==> config.mk <==
export PLATFORM = sky130hd
export DESIGN_NAME = ant_nav
export DESIGN_NICKNAME = d
export VERILOG_FILES = /design/src/rtl/ant_pkg.sv /design/src/rtl/ant_nav.sv
export SDC_FILE = /design/constraint.sdc
export NUM_CORES = 1
export LEC_CHECK = 0
export CORE_MARGIN = 5
export CORE_UTILIZATION = 48
export DETAILED_ROUTE_END_ITERATION = 7
export PLACE_DENSITY = 0.75
export SLEW_MARGIN = 25
export SYNTH_ARGS = -nofsm -noshare
export SYNTH_HDL_FRONTEND = slang
export SYNTH_SLANG_ARGS = --single-unit
==> constraint.sdc <==
create_clock -name clk -period 2.2 [get_ports clk]
set_input_delay 0.55 -clock clk [delete_from_list [all_inputs] [get_ports clk]]
set_output_delay 0.55 -clock clk [all_outputs]
set_load 0.02 [all_outputs]
==> src/rtl/ant_pkg.sv <==
// Shared definitions for the wall-following ant controller: move codes,
// the navigation state set and the pheromone code helpers.
package ant_pkg;

    // Move codes driven into the maze model
    typedef enum logic [1:0] {
        HALT    = 2'b00,
        RIGHT   = 2'b01,
        LEFT    = 2'b10,
        FORWARD = 2'b11
    } move_t;

    // Navigation states
    typedef enum logic [2:0] {
        IDLE,
        FOLLOW,
        TURN_IN,
        TURN_OUT,
        BACKOFF,
        DONE
    } state_t;

    // Corner marker left when the wall falls away while following it
    localparam int PH_CORNER = 1;

    // All-ones pheromone code of the given width (dead-end marker)
    function automatic logic [31:0] ph_dead(input int width);
        logic [31:0] v;
        v = '0;
        for (int i = 0; i < 32; i++) begin
            if (i < width) begin
                v[i] = 1'b1;
            end
        end
        return v;
    endfunction

    // Move code associated with the state being entered; the turn
    // direction depends on which hand is on the wall
    function automatic logic [1:0] move_for(input state_t s, input logic right_hand);
        logic [1:0] m;
        case (s)
            IDLE, FOLLOW: m = FORWARD;
            TURN_IN:      m = right_hand ? RIGHT : LEFT;
            TURN_OUT:     m = right_hand ? LEFT : RIGHT;
            default:      m = HALT;
        endcase
        return m;
    endfunction

endpackage

==> src/rtl/ant_nav.sv <==
// Wall-following navigation FSM with selectable hand, hit back-off,
// stuck detection and pheromone marking. One registered move per clock.
module ant_nav #(
    parameter int PH_WIDTH    = 2,
    parameter int STUCK_LIMIT = 8,
    parameter int BACKOFF_CYC = 3
) (
    input  logic                clk,
    input  logic                rst,
    input  logic                ant_l,
    input  logic                ant_r,
    input  logic                hit,
    input  logic                escape,
    input  logic                hand,
    input  logic [PH_WIDTH-1:0] ph_detected,
    output logic [1:0]          move,
    output logic [PH_WIDTH-1:0] ph_drop,
    output logic                done
);
    import ant_pkg::*;

    // The counter is shared by TURN_IN and BACKOFF, so it is sized for the
    // longer of the two dwells; both states leave before it could wrap.
    localparam int CNT_MAX = (STUCK_LIMIT > BACKOFF_CYC) ? STUCK_LIMIT : BACKOFF_CYC;
    localparam int CNT_W   = ($clog2(CNT_MAX) < 1) ? 1 : $clog2(CNT_MAX);

    localparam logic [CNT_W-1:0]    STUCK_LAST  = CNT_W'(STUCK_LIMIT - 1);
    localparam logic [CNT_W-1:0]    BACKOFF_LAST = CNT_W'(BACKOFF_CYC - 1);
    localparam logic [PH_WIDTH-1:0] PH_DEAD_CODE   = PH_WIDTH'(ph_dead(PH_WIDTH));
    localparam logic [PH_WIDTH-1:0] PH_CORNER_CODE = PH_WIDTH'(PH_CORNER);

    state_t           state;
    state_t           next_state;
    logic [CNT_W-1:0] cnt;
    logic [CNT_W-1:0] next_cnt;
    logic             wall_c;
    logic             open_c;

    // Next-state decision: escape beats hit, hit beats the antenna rules
    always_comb begin
        wall_c     = hand ? ant_r : ant_l;
        open_c     = hand ? ant_l : ant_r;
        next_state = state;
        next_cnt   = '0;
        if (escape) begin
            next_state = DONE;
        end else if (hit && state != DONE) begin
            next_state = BACKOFF;
        end else begin
            case (state)
                IDLE: begin
                    if (open_c) begin
                        next_state = TURN_OUT;
                    end else if (wall_c) begin
                        next_state = FOLLOW;
                    end else if (ph_detected == PH_DEAD_CODE) begin
                        next_state = TURN_OUT;
                    end
                end
                FOLLOW: begin
                    if (open_c) begin
                        next_state = TURN_OUT;
                    end else if (!wall_c) begin
                        next_state = TURN_IN;
                    end
                end
                TURN_IN: begin
                    if (open_c) begin
                        next_state = TURN_OUT;
                    end else if (wall_c) begin
                        next_state = FOLLOW;
                    end else if (cnt == STUCK_LAST) begin
                        next_state = IDLE;
                    end else begin
                        next_cnt = cnt + CNT_W'(1);
                    end
                end
                TURN_OUT: begin
                    if (!open_c) begin
                        next_state = wall_c ? FOLLOW : TURN_IN;
                    end
                end
                BACKOFF: begin
                    if (cnt == BACKOFF_LAST) begin
                        next_state = TURN_OUT;
                    end else begin
                        next_cnt = cnt + CNT_W'(1);
                    end
                end
                DONE: begin
                    next_state = DONE;
                end
                default: begin
                    next_state = IDLE;
                end
            endcase
        end
    end

    // State and dwell counter register
    always_ff @(posedge clk or posedge rst) begin
        if (rst) begin
            state <= IDLE;
            cnt   <= '0;
        end else begin
            state <= next_state;
            cnt   <= next_cnt;
        end
    end

    // Registered outputs decoded from the transition being taken
    always_ff @(posedge clk or posedge rst) begin
        if (rst) begin
            move    <= HALT;
            ph_drop <= '0;
            done    <= 1'b0;
        end else begin
            move <= move_for(next_state, hand);
            done <= (next_state == DONE);
            if (next_state == BACKOFF && state != BACKOFF) begin
                ph_drop <= PH_DEAD_CODE;
            end else if (state == FOLLOW && next_state == TURN_IN) begin
                ph_drop <= PH_CORNER_CODE;
            end else begin
                ph_drop <= '0;
            end
        end
    end

endmodule

==> impl_metrics.toml, run 1 <==
[clocking]
clock_sinks = 11
clock_latency_ps = 260
cts_resized = 0
cts_root_buf = "clkbuf_4"
cts.reportedPaths.clkPinSlew_ps = 60
cts_made_buffers = 3
cts_hold_buf = 0
post_cts_buffers = 0
cts_tree = "done"
clock_path_buffers = 2
cts_max_level = 1

[floorplanning]
die_y_um = 47.76
io_pins = 14
fp.dieArea_sq_mm = 0.002281
row_count = 13
fp.coreArea_sq_mm = 0.001318
initial_core_util_pct = 51.95
die_w_um = 47.76

[power_and_ir_drop]
powerDensity_mw_per_mm2 = 424.0
total_leakage_power_uw = 0.0003492
vdd_ir_drop_max_v = 0.0001659

[route]
routed_via_density = 5.760
dr_total_vias = 599
routedWlPerCell_um = 12.56
drc_errors = 0
drt-pass1-iter-count = 4
drt_iter0_drc = 7
drtAntennaViolNets = 0
wl_um = 1306

[critical_path]
r2r-end = "move[0]$_DFF_PP0_"
reg2reg_depth = 6
endpoint_kind = "register"
critical_path.top_delay_family = "simple AND/OR/NAND/NOR gates"
cp.required_ps = 2350
reg2reg_slack_ps = 440
crit_type = "input pin to register"
r2r_start = "cnt[0]$_DFF_PP0_"
slowest_stage = "clkdlybuf4s50_1"
path_buf_inv = 1
startpoint_type = "input pin"
arrival_ps = 1970
critPathMaxStageDelay_ps = 420
path_cells = "clkdlybuf4s50_1, nor4bb_1, o31a_1, or3_4, and2_1"
path_max_fanout = 4

[yosys]
synth_nets = 85
muxShareOfSynthArea_pct = 3.108
synth-compound-area-share_pct = 17.92
syn_area_sq_um = 684.4
synth_top_family_by_area = "simple AND/OR/NAND/NOR gates"
ys_ff_latch = 11
synth_fa_ha_area_share_pct = 7.313
seq_area_frac_synth_pct = 40.22
netlist_instances = 72
synth_simple_gate_area_share_pct = 25.05
synth_xor_area_share_pct = 1.280
synth_flop_cell = "dfrtp_1"
syn_avg_cell_area_sq_um = 9.506
synth_edf_count = 0
synth_cell_types = 36
synth_warnings = 0
async_flop_share_pct = 100.0

[place]
dp_worst_setup_slack_ps = 126.4
dpl.cell_count = 100
io_buffer_count = 13
gp_congestion = 0.8112
hpwl_um = 1105

[grt]
overflow = 0
grt_max_degree = 12
grt_pass1_vias = 542
grtUsageTotal_pct = 14.09
grt_pass1_wl_um = 2187
antenna_found_initial = 0

[finish]
final_cell_mix = "clkdlybuf4s50_1, dfrtp_1, nor2_1, inv_1"
final_nets = 103
syn2layout_area_growth_pct = 25.96
n_antenna_cell = 0
drive_gt1_share_pct = 10.11
fin_util_pct = 65.43
mostFrequentLayoutCell = "clkdlybuf4s50_1"
layoutNonFillerInstCount = 104

[sta]
timing.final.hold_violations = 0
setup_slack_ps = 377.3
setup_viol = 0
fin_hold_ws_ps = 520.8
setup_tns_ps = 0
post-route-min-period_ps = 1823
clock_skew_ps = 2.741
worst_slew_pin_slew_ps = 366.8
max_clock_freq_mhz = 548.6
finalMaxSlewViolations = 0
rsz0062_at_grt = "no"
finalCritPeriodShare_pct = 82.85
max_slew_margin_pct = 75.21

[min_path]
min_path_type = "register to register"
hold_path_end = "cnt[0]$_DFF_PP0_"
min_from = "cnt[0]$_DFF_PP0_"
holdPathStages = 1

[status]
status = "finished, final reports clean"

[job]
cap_violations = 0
-- worst register-to-register path, stage by stage, from the launching register on --
cell and delay, ps:
dfrtp_1 420, inv_1 70, ha_1 190, or3b_1 410, o21a_1 210, o31ai_1 230, nand3_1 100
-- worst max-delay path by stage --
stage | end | slack (ps) | from | cells after the start
after detailed placement | done$_DFF_PP0_ | 130 | ph_detected[1] | 5
after CTS | done$_DFF_PP0_ | 400 | ph_detected[1] | 5
after floorplan | move[0]$_DFF_PP0_ | 570 | cnt[0]$_DFF_PP0_ | 6
after global routing | move[0]$_DFF_PP0_ | 300 | cnt[0]$_DFF_PP0_ | 6
after global placement | done$_DFF_PP0_ | 150 | ph_detected[1] | 5
final | done$_DFF_PP0_ | 380 | ph_detected[1] | 5
-- logic make-up after synthesis --
family | count (synthesis)
simple gates | 29
compound gates | 17
flops | 11
buf+inv | 8
fa+ha+maj | 4
mux | 2
xor+xnor | 1
-- registers in the layout, indices dropped and copies added (netlist names) --
name,count
cnt,3
ph_drop,2
move,2
state,3
done,1
-- per-stage QoR --
stage          total power, uW  area (sq um)
2_1_floorplan            217.7         684.4
3_3_place_gp             240.7         835.8
3_5_place_dp             241.4         835.8
4_1_cts                  371.3         862.1
5_1_grt                  380.4         862.1
6_report                 365.5         862.1
-- cells in the mapped netlist (2+ instances only) --
cell      instances  share of area, %
nand3_1           4               2.9
a211oi_1          2               2.2
nor2_1            7               3.8
ha_1              4               7.3
nor3b_1           2               2.2
o31ai_1           2               2.2
nand2_1           2               1.1
nor3_1            3               2.2
o21a_1            3               3.3
dfrtp_1          11                40
inv_1             6               3.3
o21ai_0           2               1.5
-- metal layers --
metal,global-route usage (%),vias to the layer above,wire [um]
met2,21.37,16,579
met1,16.78,280,611
li1,-,299,-
met5,0,-,0
met3,2.632,4,77
met4,12.37,0,38
-- where the power goes --
group | total, uW | switching, uW | internal, uW
sequential | 202 | 0.000000000000444 | 202
clock | 128 | 58.4 | 69.9
combinational | 35.0 | 15.2 | 19.8
total | 366 | 73.6 | 292
-- layout make-up --
type / instances / area [sq um]
Clock buffer: 4 / 26.28
Sequential cell: 11 / 275.3
Fill cell: 121 / 455.4
Tap cell: 15 / 18.77
Inverter: 6 / 22.52
Multi-Input combinational cell: 53 / 374.1
Timing Repair Buffer: 15 / 145.1
Note: power is estimated with default switching activity, not from simulation.
==> run 2: changes to the inputs <==
==> constraint.sdc (replaced) <==
create_clock -name clk -period 1.7 [get_ports clk]
set_input_delay 0.425 -clock clk [delete_from_list [all_inputs] [get_ports clk]]
set_output_delay 0.425 -clock clk [all_outputs]
set_load 0.02 [all_outputs]
==> run 2 against run 1 <==
Worst setup slack got worse by 350 ps; combinational power is 59% higher; global-route usage is 1.1 points higher; utilization increased by 7.9 points; clock power up 32%; sequential power is 30% higher; clock skew rose by 2.6 ps; largest cell class unchanged; wire length increased by 13%; highest routed layer unchanged.
==> impl_metrics.toml, run 2 (synthesis gave the netlist of run 1 again) <==
[status]
status = "finished, final reports clean"

[sta]
setup_viol = 0
max_clock_freq_mhz = 596.2
max_slew_margin_pct = 71.05
rsz0062_at_grt = "yes"
worst_slew_pin_slew_ps = 433.3
timing.final.hold_violations = 0
finalMaxSlewViolations = 0
post-route-min-period_ps = 1677
setup_tns_ps = 0
clock_skew_ps = 5.362
finalCritPeriodShare_pct = 98.66

[floorplanning]
row_count = 13
fp.dieArea_sq_mm = 0.002281
die_w_um = 47.76
fp.coreArea_sq_mm = 0.001318
io_pins = 14
die_y_um = 47.76
initial_core_util_pct = 51.95

[min_path]
min_path_type = "input pin to asynchronous set/reset pin"

[clocking]
cts_tree = "done"
clock_latency_ps = 260
cts_resized = 0
cts_root_buf = "clkbuf_4"
post_cts_buffers = 0
cts_max_level = 1
cts_made_buffers = 3
cts_hold_buf = 0
clock_path_buffers = 2
cts.reportedPaths.clkPinSlew_ps = 70
clock_sinks = 11

[place]
io_buffer_count = 13
gp_congestion = 0.8149
hpwl_um = 1179

[grt]
grt_pass1_vias = 599
overflow = 0
grt_max_degree = 12
grt_pass1_wl_um = 2339
grtUsageTotal_pct = 15.20
antenna_found_initial = 0

[power_and_ir_drop]
total_power_uw = 486.5
power_frac_seq_pct = 53.8
powerDensity_mw_per_mm2 = 503.7
p_clk_share_pct = 34.8
vdd_ir_drop_max_v = 0.0002012
p_comb_share_pct = 11.4
total_leakage_power_uw = 0.0004142
power_switching_share_pct = 20.84
switchingPower_uw = 101.4
intPower_uw = 385.1

[route]
wl_um = 1470
drt_iter0_drc = 18
routed_via_density = 5.561
dr_total_vias = 634
drt-pass1-iter-count = 4
drtAntennaViolNets = 0
drc_errors = 0
routedWlPerCell_um = 12.89

[critical_path]
path_buf_inv = 1
slowest_stage = "clkdlybuf4s50_1"
arrival_ps = 1840
path_cells = "clkdlybuf4s50_1, nor4bb_4, o31a_1, or3_4, and2_4"
endpoint_kind = "register"
critical_path.top_delay_family = "simple AND/OR/NAND/NOR gates"
cp.required_ps = 1860
startpoint_type = "input pin"
critPathMaxStageDelay_ps = 420
crit_type = "input pin to register"
path_max_fanout = 3

[finish]
n_antenna_cell = 0
final_cell_mix = "clkdlybuf4s50_1, buf_4, dfrtp_1, nor2_1, inv_1"
fin_util_pct = 73.31
largestRegisters = "cnt x3, state x3"
final_nets = 113
drive_gt1_share_pct = 24.24
syn2layout_area_growth_pct = 41.13

[job]
cap_violations = 0
## run 2: layout make-up
type / count / area, sq um
Inverter: 6 / 22.52
Sequential cell: 11 / 275.3
Clock buffer: 4 / 26.28
Fill cell: 97 / 351.6
Timing Repair Buffer: 25 / 222.7
Multi-Input combinational cell: 53 / 400.4
Tap cell: 15 / 18.77
## run 2: per-stage QoR
stage	hold WS (ps)	cells	instance area [sq um]	worst slack [ps]
after floorplan	277.4	72	684.4	72.17
after global placement	536.4	110	910.9	-216.7
after detailed placement	529.6	110	910.9	-237.8
after CTS	449.3	114	937.1	34.25
after global routing	477.8	114	965.9	-4.122
final	438.5	114	965.9	22.84
## run 2: path summary, 6_finish.rpt
| kind | start | depth (start not counted) | to | slack (ps) |
|---|---|---|---|---|
| setup / recovery | ph_detected[1] | 5 | done$_DFF_PP0_ | 20 |
| min in group clk | cnt[0]$_DFF_PP0_ | 2 | cnt[0]$_DFF_PP0_ | 540 |
| setup reg to reg | cnt[0]$_DFF_PP0_ | 6 | move[0]$_DFF_PP0_ | 90 |
| hold reg to reg | cnt[0]$_DFF_PP0_ | 2 | cnt[0]$_DFF_PP0_ | 540 |
| max in group asynchronous | rst | 2 | state[1]$_DFF_PP0_ | 980 |
| hold / removal | rst | 2 | ph_drop[0]$_DFF_PP0_ | 440 |
## run 2: power groups by stage
stage	clock [uW]	combinational, uW	sequential [uW]
2_1_floorplan	0	15.1	267
3_3_place_gp	0	52.3	267
3_5_place_dp	0	53.9	267
4_1_cts	176	54.0	262
5_1_grt	188	60.0	261
6_report	169	55.6	262
## run 2: worst reg2reg max path: cells and delay by family, from the launching register on
family	cells	cell delay, ps
DFF	1	370
AOI/OAI and AO/OA	2	390
and+or+nand+nor	2	490
buffers and inverters	1	60
adders and majority gates	1	170
## run 2: layer usage
layer	global-route usage (%)	routed length, um
met1	17.58	670
met2	24.80	686
met3	2.256	93
met4	11.83	19
met5	0	0
==> run 3: changes to the inputs <==
--- a/config.mk
+++ b/config.mk
@@ -5,10 +5,10 @@
 export SDC_FILE = /design/constraint.sdc
 export NUM_CORES = 1
 export LEC_CHECK = 0
-export CORE_MARGIN = 5
-export CORE_UTILIZATION = 48
+export CORE_MARGIN = 2
+export CORE_UTILIZATION = 35
 export DETAILED_ROUTE_END_ITERATION = 7
-export PLACE_DENSITY = 0.75
+export SETUP_SLACK_MARGIN = 0.5
 export SLEW_MARGIN = 25
 export SYNTH_ARGS = -nofsm -noshare
 export SYNTH_HDL_FRONTEND = slang
==> run 3 against run 2 <==
First-iteration DRC count down 67%; die area is 1.9% higher; via count increased by 11%; hold slack lost 23 ps; final cell count increased by 17%; wire length is 36% higher; critical path type is now register to register; largest cell class unchanged.
==> impl_metrics.toml, run 3 (synthesis gave the netlist of run 1 again) <==
[status]
status = "finished, final reports clean"

[floorplanning]
row_count = 15
initial_core_util_pct = 38.39
fp.dieArea_sq_mm = 0.002325
die_w_um = 48.22
die_y_um = 48.22
io_pins = 14
fp.coreArea_sq_mm = 0.001783

[finish]
mostFrequentLayoutCell = "buf_4"
final_cell_mix = "buf_4, dfrtp_1, buf_6, nor2_1, inv_1"
drive_gt1_share_pct = 53.70
largestRegisters = "cnt x3, state x3"
n_antenna_cell = 0
syn2layout_area_growth_pct = 70.57
final_nets = 122
fin_util_pct = 65.47

[place]
dp_worst_setup_slack_ps = -256.4
gp_congestion = 0.7945
io_buffer_count = 13
hpwl_um = 1263

[route]
dr_total_vias = 701
routed_via_density = 5.271
drt-pass1-iter-count = 2
drc_errors = 0
wl_um = 1995
drt_iter0_drc = 6
routedWlPerCell_um = 15.00
drtAntennaViolNets = 0

[sta]
max_slew_margin_pct = 73.30
rsz0062_at_grt = "yes"
setup_viol = 0
fin_hold_ws_ps = 415.7
finalMaxSlewViolations = 0
finalCritPeriodShare_pct = 98.40
post-route-min-period_ps = 1673
setup_slack_ps = 27.28
timing.final.hold_violations = 0
max_clock_freq_mhz = 597.8
setup_tns_ps = 0
clock_skew_ps = 0.7435
worst_slew_pin_slew_ps = 400.1

[power_and_ir_drop]
vdd_ir_drop_max_v = 0.0002465
powerDensity_mw_per_mm2 = 426.9
total_leakage_power_uw = 0.0004970

[critical_path]
cp.required_ps = 1850
endpoint_kind = "register"
r2r-end = "move[0]$_DFF_PP0_"
reg2reg_depth = 6
crit_type = "register to register"
path_max_fanout = 3
startpoint_type = "register"
r2r_start = "cnt[0]$_DFF_PP0_"
reg2reg_slack_ps = 30
arrival_ps = 1820

[grt]
grt_pass1_wl_um = 3201
overflow = 0
antenna_found_initial = 0
grtUsageTotal_pct = 20.62
grt_pass1_vias = 715
grt_max_degree = 12

[min_path]
holdPathStages = 2
hold_path_end = "ph_drop[1]$_DFF_PP0_"
min_from = "escape"
min_path_type = "input pin to register"

[clocking]
clock_sinks = 11
cts.reportedPaths.clkPinSlew_ps = 70
cts_max_level = 1
cts_made_buffers = 3
clock_path_buffers = 2
clock_latency_ps = 270
cts_root_buf = "clkbuf_4"
cts_tree = "done"

[job]
cap_violations = 0
==> run 3: worst max path at each step <==
stage | from | end | slack, ps | depth (start not counted)
finish | cnt[0]$_DFF_PP0_ | move[0]$_DFF_PP0_ | 30 | 6
global route | cnt[0]$_DFF_PP0_ | move[0]$_DFF_PP0_ | -30 | 6
CTS | cnt[0]$_DFF_PP0_ | move[0]$_DFF_PP0_ | 60 | 6
detailed placement | ph_detected[1] | done$_DFF_PP0_ | -260 | 5
global placement | hand | ph_drop[0]$_DFF_PP0_ | -220 | 5
floorplan | cnt[0]$_DFF_PP0_ | move[0]$_DFF_PP0_ | 80 | 6
==> run 3: through the flow <==
step / cells / power [uW] / instance area [sq um]
4_1_cts: 131 / 496.8 / 1110
3_3_place_gp: 120 / 319.2 / 933.4
2_1_floorplan: 72 / 281.6 / 694.4
3_5_place_dp: 120 / 320.0 / 933.4
5_1_grt: 133 / 517.4 / 1167
6_report: 133 / 498.3 / 1167
==> run 3: cell type report <==
cell class	count	area (sq um)
Clock buffer	4	26.28
Tap cell	25	31.28
Fill cell	143	615.6
Timing Repair Buffer	34	304.0
Multi-Input combinational cell	53	504.2
Inverter	6	22.52
Sequential cell	11	279.0
==> run 3: worst max-delay path: stages (launching register included) <==
cell     delay, ps
dfrtp_1        410
inv_2           80
ha_4           130
or3b_4         380
o21a_1         200
o31ai_1        250
nand3_1        110
==> run 3: report_power, final <==
group          internal, uW  total [uW]     switching [uW]
logic                  29.1        56.6               27.5
clock network          91.0         180               89.3
registers               261         261  0.000000000000612
total                   382         498                117
==> run 3: layer usage <==
metal	track usage [%]	routed length, um
met1	25.06	854
met3	4.815	79
met5	0	0
met4	15.14	64
met2	31.58	997
==> run 3: repair_timing <==
item / 4_1_cts / 5_1_grt
pin swaps: 13 / 10
setup buffers: 7 / 2
hold buffers: 0 / 0
endpoints found under the setup margin: 15 / 16
hold endpoints to repair: 0 / 0
resized for setup: 57 / 13
